<file path="src/rtl/mux_pkg.sv">
// Shared definitions for the round-robin select arbiter.
//   sel_max(sel)  : highest requester index for a select width
//   arb_state_t   : arbiter FSM states (IDLE: Valid=0, GRANT: Valid=1)
//   BURST_CNT_W   : width of the burst counter (ARB_BURST_EN builds only)
package mux_pkg;

    localparam int BURST_CNT_W = 8;

    typedef enum logic {
        IDLE  = 1'b0,
        GRANT = 1'b1
    } arb_state_t;

    function automatic int sel_max(input int sel);
        return (1 << sel) - 1;
    endfunction

endpackage

</file>
<file path="src/rtl/rr_pick.sv">
// Combinational round-robin pick.
//   Req     : request vector, bit i = source i
//   ptr     : index the priority search starts from
//   win_idx : first requesting index at or after ptr (wraps)
//   win_any : at least one request is set
module rr_pick
    import mux_pkg::*;
#(
    parameter int SEL = 2
) (
    input  logic [(1<<SEL)-1:0] Req,
    input  logic [SEL-1:0]      ptr,
    output logic [SEL-1:0]      win_idx,
    output logic                win_any
);

    localparam int N = 1 << SEL;

    logic [2*N-1:0] w_dbl;
    logic [N-1:0]   w_rot;
    logic [SEL-1:0] w_off;

    // Concatenating Req with itself and shifting by ptr puts source ptr at
    // bit 0 with the wrapped sources following, so a plain lowest-set-bit
    // search gives the offset from ptr.
    assign w_dbl = {Req, Req};
    assign w_rot = N'(w_dbl >> ptr);

    always_comb begin
        w_off = '0;
        for (int i = sel_max(SEL); i >= 0; i--) begin
            if (w_rot[i]) w_off = SEL'(i);
        end
    end

    // Offset addition wraps modulo N naturally in SEL bits.
    assign win_idx = ptr + w_off;
    assign win_any = |Req;

endmodule

</file>
<file path="src/rtl/rr_select_arbiter.sv">
// Round-robin arbiter driving the Select input of a packed-bus multiplexer.
//   clk, rst_n : clock (rising edge), async active-low reset
//   Req        : level request per source (N = 2**SEL)
//   Ready      : downstream accepts the current transfer
//   Select     : registered index of the granted source
//   Valid      : registered, Select is valid
//   Grant      : registered one-hot of Select while Valid, else zero
// Optional: define ARB_BURST_EN to let a granted source keep the grant for
// up to BURST consecutive transfers while it keeps requesting.
module rr_select_arbiter
    import mux_pkg::*;
#(
    parameter int SEL   = 2,
    parameter int BURST = 4
) (
    input  logic                clk,
    input  logic                rst_n,
    input  logic [(1<<SEL)-1:0] Req,
    input  logic                Ready,
    output logic [SEL-1:0]      Select,
    output logic                Valid,
    output logic [(1<<SEL)-1:0] Grant
);

    localparam int N = 1 << SEL;

    if (BURST < 1 || BURST > 255) begin : g_burst_chk
        $error("BURST must be in 1..255");
    end

    arb_state_t      r_state;
    logic [SEL-1:0]  r_ptr;
    logic [SEL-1:0]  w_srch_ptr;
    logic [SEL-1:0]  w_win_idx;
    logic            w_win_any;
    logic            w_keep;

    // While granting, the only search that matters is the one taken on
    // acceptance, which starts just past the current Select.
    assign w_srch_ptr = (r_state == GRANT) ? Select + SEL'(1) : r_ptr;

    rr_pick #(.SEL(SEL)) u_pick (
        .Req     (Req),
        .ptr     (w_srch_ptr),
        .win_idx (w_win_idx),
        .win_any (w_win_any)
    );

`ifdef ARB_BURST_EN
    logic [BURST_CNT_W-1:0] r_bcnt;
    assign w_keep = Req[Select] &&
                    ({1'b0, r_bcnt} + 9'd1 < 9'(BURST));
`else
    assign w_keep = 1'b0;
`endif

    always_ff @(posedge clk or negedge rst_n) begin
        if (!rst_n) begin
            r_state <= IDLE;
            r_ptr   <= '0;
            Select  <= '0;
            Valid   <= 1'b0;
            Grant   <= '0;
`ifdef ARB_BURST_EN
            r_bcnt  <= '0;
`endif
        end else begin
            case (r_state)
                IDLE: begin
                    if (w_win_any) begin
                        r_state <= GRANT;
                        Select  <= w_win_idx;
                        Valid   <= 1'b1;
                        Grant   <= N'(1) << w_win_idx;
                    end
                end
                GRANT: begin
                    // Ready=0 holds everything: a presented transfer is
                    // never withdrawn, even if its request drops.
                    if (Ready) begin
                        if (w_keep) begin
`ifdef ARB_BURST_EN
                            r_bcnt <= r_bcnt + 1'b1;
`endif
                        end else begin
`ifdef ARB_BURST_EN
                            r_bcnt <= '0;
`endif
                            r_ptr <= w_srch_ptr;
                            if (w_win_any) begin
                                Select <= w_win_idx;
                                Grant  <= N'(1) << w_win_idx;
                            end else begin
                                r_state <= IDLE;
                                Valid   <= 1'b0;
                                Grant   <= '0;
                            end
                        end
                    end
                end
                default: r_state <= IDLE;
            endcase
        end
    end

endmodule

</file>
<file path="config.mk">
export PLATFORM = sky130hd
export DESIGN_NAME = rr_select_arbiter
export DESIGN_NICKNAME = d
export VERILOG_FILES = /design/src/rtl/mux_pkg.sv /design/src/rtl/rr_pick.sv /design/src/rtl/rr_select_arbiter.sv
export SDC_FILE = /design/constraint.sdc
export NUM_CORES = 1
export LEC_CHECK = 0
export CAP_MARGIN = 10
export CORE_MARGIN = 2
export CORE_UTILIZATION = 25
export DETAILED_ROUTE_END_ITERATION = 8
export HOLD_SLACK_MARGIN = 0.03
export SYNTH_ARGS = -nofsm -noshare
export SYNTH_HDL_FRONTEND = slang
export SYNTH_HIERARCHICAL = 1
export SYNTH_SLANG_ARGS = --single-unit
</file>
<file path="constraint.sdc">
create_clock -name clk -period 3.5 [get_ports clk]
set_input_delay 0.35 -clock clk [delete_from_list [all_inputs] [get_ports clk]]
set_output_delay 0.35 -clock clk [all_outputs]
set_load 0.01 [all_outputs]
</file>
After elaboration in Yosys (flattened, before gate mapping)
Cells that the tools add are included.
{ "totals": {"reg_bits": 10, "in_bits": 7, "output_inout_bits": 7, "word_cells": 36} }
{ "classes": {"addsub": 2, "n_eq_ne": 3, "shift": 2, "mux": 19, "bitwise_logic": 1, "reduce_logical": 4} }
{ "op_table": {"columns": ["operator", "n"], "rows": [
  ["2-bit 2-to-1 mux", 7],
  ["4-bit 2-to-1 mux", 3],
  ["4-bit case mux with 2 select lines", 1],
  ["8-bit by 2-bit right shift with 4-bit output", 1],
  ["1-bit 2-to-1 mux", 5],
  ["2-bit inequality test, second input constant", 2],
  ["1-bit case mux with 2 select lines", 2],
  ["2-bit case mux with 2 select lines", 1],
  ["2-bit AND reduction", 2],
  ["4-bit OR reduction", 1],
  ["1-bit by 2-bit left shift with 4-bit output, first input constant", 1],
  ["3-bit AND reduction", 1],
  ["2-bit by 1-bit adder with 2-bit output, second input constant", 1],
  ["2-bit adder", 1],
  ["2-bit by 1-bit inequality test with 1-bit output, second input constant", 1],
  ["1-bit inverter", 1]
]} }

Depth between registers and ports, before layout
{ "logic_depth": {"depth_word": 12, "mapped_depth": 14, "mapped_depth_nobuf": 12} }

Cells and area by module
The synthesis kept the hierarchy.
{ "by_module_without_submodules": {"columns": ["module", "n_inst", "cells_each", "area_each_um2", "seq_area_each_um2"], "rows": [
  ["rr_select_arbiter", 1, 50, 520.5, 250.2],
  ["rr_pick", 1, 27, 178.9, 0.0]
]} }

Least setup slack after synthesis
OpenSTA, ideal clock, no wires.
{ "synth_path": {"path_kind": "register to register", "from": "register r_state", "to": "register Grant[1]", "setup_time_ps": 130, "arrival_time_ps": 2335, "required_ps": 3370, "setup_slack_ps": 1035, "stages_incl_launch_ff": 15, "path_buffers": 2, "synth_period_minus_slack_ps": 2465, "cell_sequence": "dfrtp_1 -> buf_2 -> nor2_1 -> a21oi_1 -> buf_4 -> nand2_1 -> nor2_1 -> o21ai_0 -> o211ai_1 -> ha_1 -> xor2_1 -> xnor2_1 -> nor2b_1 -> a32oi_1 -> o21ai_0"} }
{ "synth_between": {"elab_chain_cells": 11, "elab_cells_between_ends": 16, "classes_between": "add/sub: 1; eq/ne: 2; shift: 2; mux: 9; bitwise: 1; reduce/logical: 1"} }
{ "synth_rtl": {"columns": ["item", "line_no", "source"], "rows": [
  ["start, declared", "rr_select_arbiter.sv:31", "arb_state_t r_state;"],
  ["start signal, assigned", "rr_select_arbiter.sv:59", "r_state <= IDLE;"],
  ["start signal, assigned", "rr_select_arbiter.sv:71", "r_state <= GRANT;"],
  ["start signal, assigned", "rr_select_arbiter.sv:94", "r_state <= IDLE;"],
  ["2-bit 2-to-1 mux *", "rr_select_arbiter.sv:40", "assign w_srch_ptr = (r_state == GRANT) ? Select + SEL'(1) : r_ptr;"],
  ["net w_srch_ptr[0]", "rr_select_arbiter.sv:33", "logic [SEL-1:0] w_srch_ptr;"],
  ["8-bit by 2-bit right shift with 4-bit output", "rr_pick.sv:27", "assign w_rot = N'(w_dbl >> ptr);"],
  ["2-bit 2-to-1 mux (4 in series)", "rr_pick.sv:32", "if (w_rot[i]) w_off = SEL'(i);"],
  ["2-bit adder *", "rr_pick.sv:37", "assign win_idx = ptr + w_off;"],
  ["net w_win_idx[1]", "rr_select_arbiter.sv:34", "logic [SEL-1:0] w_win_idx;"],
  ["1-bit by 2-bit left shift with 4-bit output *", "rr_select_arbiter.sv:74, rr_select_arbiter.sv:92", null],
  ["4-bit 2-to-1 mux", "rr_select_arbiter.sv:90", "if (w_win_any) begin"],
  ["4-bit 2-to-1 mux", "rr_select_arbiter.sv:80", "if (Ready) begin"],
  ["4-bit case mux with 2 select lines *", "rr_select_arbiter.sv:68", "case (r_state)"],
  ["end signal, assigned", "rr_select_arbiter.sv:74", "Grant <= N'(1) << w_win_idx;"],
  ["end signal, assigned", "rr_select_arbiter.sv:92", "Grant <= N'(1) << w_win_idx;"],
  ["end, declared", "rr_select_arbiter.sv:22", "output logic [(1<<SEL)-1:0] Grant"]
]} }
The timed path passes the listed nets; every way through them passes the cells marked *. The select of a mux whose other input is x is not followed.
A chain may end at the register's enable or synchronous reset.

Worst setup path in the final report
{ "layout_path": {"from": "register r_state", "to": "register Grant[0]"} }
The elaborated chain is that of the path after synthesis.

==> impl_metrics.csv <==
group,metric,value,unit
status,run_status,"finished, final reports clean",
floorplanning,ioPinCount,14,
cts,cts_tree,"done",
cts,clock_root_buffer,"sky130_fd_sc_hd__clkbuf_4",
setup_path,critPathLaunchType,"flip-flop",
power_and_ir_drop,clock_power_share,13.0,%
cts,cts_hold_repair.buffers,0,
placement,routabilityCongestion,0.699,
synth,yosys_warnings,6,
synth,synth_sequential_area_ratio,35.8,%
power_and_ir_drop,p_sw,0.310,mW
cts,clk-insertion-delay-late,0.26,ns
floorplanning,floorplan.die_area,0.00324,sq mm
setup_path,worst_path_max_delay_cell,"sky130_fd_sc_hd__dfrtp_1",
route,dr_total_vias,617,
sta,finalSetupTns,0,ns
floorplanning,design.core.area,0.00271,sq mm
cts,postCtsSetupBuffers,0,
global_route,vias_in_the_first_global_route,561,
setup_path,critPathArrivalTime,2.96,ns
floorplanning,rows,19,
cells_and_area,final_layout_size_suffix_gt1_share,12.1,%
synth,synth_xor_area_share,3.76,%
synth,cell_type_with_the_highest_aggregate_area_in_the_netlist,"sky130_fd_sc_hd__dfrtp_1",
sta,clock.fmax,352,MHz
cts,ctsHtreeMaxLevel,1,
route,viasPerCell,5.06,
hold_path,worst_hold_check_path_type,"primary input to async pin",
synth,synth.cell_area,699,sq um
synth,synthesis.nets,85,
placement,dpl_cell_area,848,sq um
cells_and_area,syn2layout_area_growth,26.5,%
sta,worstMarginPinSlew,0.599,ns
synth,synthesis.instances,77,
power_and_ir_drop,comb_power_share,61.1,%
power_and_ir_drop,seqPwrFrac,25.9,%
cells_and_area,diodes,0,
power_and_ir_drop,worst_ir_drop_vdd,0.000380,V
synth,synth_adder_area_share,1.79,%
sta,hold_viol,0,
setup_path,critPathMaxFanout,15,
cts,cts-buffers-inserted,3,
synth,post_synth_num_cell_types,31,
sta,finalSetupViolations,0,
setup_path,critical_path_required,3.62,ns
setup_path,rrSetupSlack,0.66,ns
cts,worst_setup_hold_path_clk_slew,0.06,ns
sta,worst_slack,0.657,ns
global_route,maximum_number_of_pins_on_one_net_before_global_route_repair,16,
synth,synth_most_common_cell,"sky130_fd_sc_hd__dfrtp_1",
cts,worst_case_clock_buffer_depth,2,
power_and_ir_drop,cellPowerDensity,867,mW/mm^2
synth,synth_largest_type_area_fraction,35.8,%
placement,dpl_worst_slack,0.693,ns
global_route,grt_antenna_before_repair,0,
synth,post_synthesis_share_of_cell_area_spent_on_and_or_nand_and_nor_gates,24.7,%
cts,clkSinkCount,10,
cells_and_area,final_design_instance_area_without_fill,885,sq um
global_route,grt_remaining_overflow,0,
route,routedWlPerCell,11.8,microns
flow_run,count_of_max_cap_constraint_violations,0,
route,drt_wl_total,1440,microns
sta,fin_hold_ws,0.397,ns
setup_path,critical_path_class,"flip-flop to flip-flop",
synth,ys_async_rst_share,100,%
sta,layout_min_cycle_time,2.84,ns
route,post-route-drc-count,0,
synth,ys_dominant_reg_cell,"sky130_fd_sc_hd__dfrtp_1",
route,detailedRoute.firstIterationViolations,13,
sta,final_min_period_over_clock_period,81.2,%
sta,finClkSkew,0.00410,ns
synth,muxShareOfSynthArea,8.59,%
cells_and_area,nets,100,
power_and_ir_drop,power_total,0.767,mW
global_route,grt_util_all_layers,9.61,%
placement,hpwl,1040,microns
synth,area_fraction_in_compound_gates_after_synthesis,20.4,%
sta,slew_headroom,60.1,%
synth,synth_commonest_cells,"sky130_fd_sc_hd__dfrtp_1 (10), sky130_fd_sc_hd__nor2_1 (9), sky130_fd_sc_hd__a21oi_1 (8)",
setup_path,crit_path_end_kind,"flip-flop",
power_and_ir_drop,power.leakage,0.362,nW
synth,synth-edff-count,0,
floorplanning,chipHeight,56.9,microns
setup_path,critPathMaxStageDelay,0.60,ns
setup_path,reg2regPathDepth,10,
placement,port_buffers,13,
floorplanning,initial_core_util,25.8,%
cts,cts-resized-gates,0,
synth,synth-seq-cells,10,
setup_path,crit_path_cell_trace,"nor2_1 -> a21oi_1 -> o21ai_0 -> o211ai_1 -> ha_1 -> xor2_1 -> xnor2_1 -> nor2_1 -> a32oi_1 -> o21ai_0",
sta,maxSlewViolCount,0,
cells_and_area,num-fill-cells,307,
floorplanning,die_x,56.9,microns
power_and_ir_drop,power_report.internal_total,0.457,mW
global_route,first_pass_grt_wire_length,2530,microns
power_and_ir_drop,p_sw_share,40.4,%
synth,average_cell_area_after_synthesis,9.08,sq um
synth,largest_family_of_logic_cells_by_synthesized_area,"simple AND/OR/NAND/NOR gates",
route,antenna_left,0,
route,drt_pass1_iterations,4,
synth,netlist_top_cells_area,"sky130_fd_sc_hd__dfrtp_1 (36%), sky130_fd_sc_hd__a21oi_1 (5.7%), sky130_fd_sc_hd__nor2_1 (4.8%)",
sta,grt_setup_unrepaired,"false",
==> critical path, delay by kind of cell, from the launching register on <==
kind | cells | cell delay, ns
fa+ha+maj | 1 | 0.19
compound gates | 5 | 1.14
xor+xnor | 2 | 0.55
simple gates | 2 | 0.21
flops | 1 | 0.60
==> per-layer routing <==
metal  GRT usage (%)  wire (microns)  part of all wire [%]  vias up
met2            13.0             647                    45       15
met3            2.07              77                   5.3        0
met1            14.5             719                    50      288
met5               0               0                     0        -
li1                -               -                     -      314
met4            3.99               0                     0        0
==> state kept, by name, summed over array words and instances, names as in the netlist <==
signal   cells
Grant        4
Select       2
Valid        1
r_ptr        2
r_state      1
==> metrics by stage <==
step	std cells	util [%]
final	122	32.6
after global placement	118	31.3
after detailed placement	118	31.3
after CTS	122	32.6
after global routing	122	32.6
after floorplan	77	-
==> path summary, 6_finish.rpt <==
path | endpoint | from
max | Grant[0]$_DFFE_PN0P_ | r_state$_DFF_PN0_
min | Grant[1]$_DFFE_PN0P_ | rst_n
max reg2reg | Grant[0]$_DFFE_PN0P_ | r_state$_DFF_PN0_
min reg2reg | Grant[1]$_DFFE_PN0P_ | Grant[1]$_DFFE_PN0P_
max in group asynchronous | Select[1]$_DFFE_PN0P_ | rst_n
min in group clk | Grant[1]$_DFFE_PN0P_ | Grant[1]$_DFFE_PN0P_
==> cells by family (layout without fill, tap and decap cells) <==
kind of cell | Yosys count | after routing
and+or+nand+nor | 30 | 30
AOI/OAI and AO/OA | 22 | 22
DFF | 10 | 10
buffers and inverters | 6 | 20
muxes | 5 | 5
xor gates and xnor gates | 3 | 3
adders and majority gates | 1 | 1
==> layout by cell type, fill, tap and decap left out, drive strengths merged <==
| master | count |
|---|---|
| mux2i | 3 |
| mux2 | 2 |
| inv | 2 |
| nand2 | 4 |
| a21oi | 8 |
| nor3b | 2 |
| a2111oi | 1 |
| nand3b | 1 |
| buf | 1 |
| nand3 | 2 |
| xor2 | 1 |
| o211ai | 2 |
| nand2b | 3 |
| dfrtp | 10 |
| or2 | 1 |
| nand4 | 1 |
| a32oi | 3 |
| nor2b | 2 |
| a31oi | 3 |
| or3 | 1 |
| clkdlybuf4s50 | 13 |
| nor2 | 9 |
| o21ai | 4 |
| a211oi | 1 |
| nor4 | 1 |
| xnor2 | 2 |
| nor3 | 2 |
| and4b | 1 |
| ha | 1 |
| clkbuf | 4 |
==> area by class of cell <==
cell class	instances	area [sq um]	area share, %
multi-input cells	61	414	46.8
well taps	31	38.8	4.38
clock buffers	4	36.3	4.10
repair buffers	14	138	15.6
flip-flops and latches	10	250	28.3
inverters	2	7.51	0.849
==> power groups by stage <==
stage                     combinational (mW)  sequential [mW]  clock [mW]
after floorplan                        0.321            0.209           0
after global placement                 0.461            0.200           0
after detailed placement               0.468            0.201           0
after CTS                              0.471            0.200       0.105
after global routing                   0.514            0.205       0.114
final                                  0.469            0.199      0.0994
No activity file was read; power rests on OpenSTA's default activity.
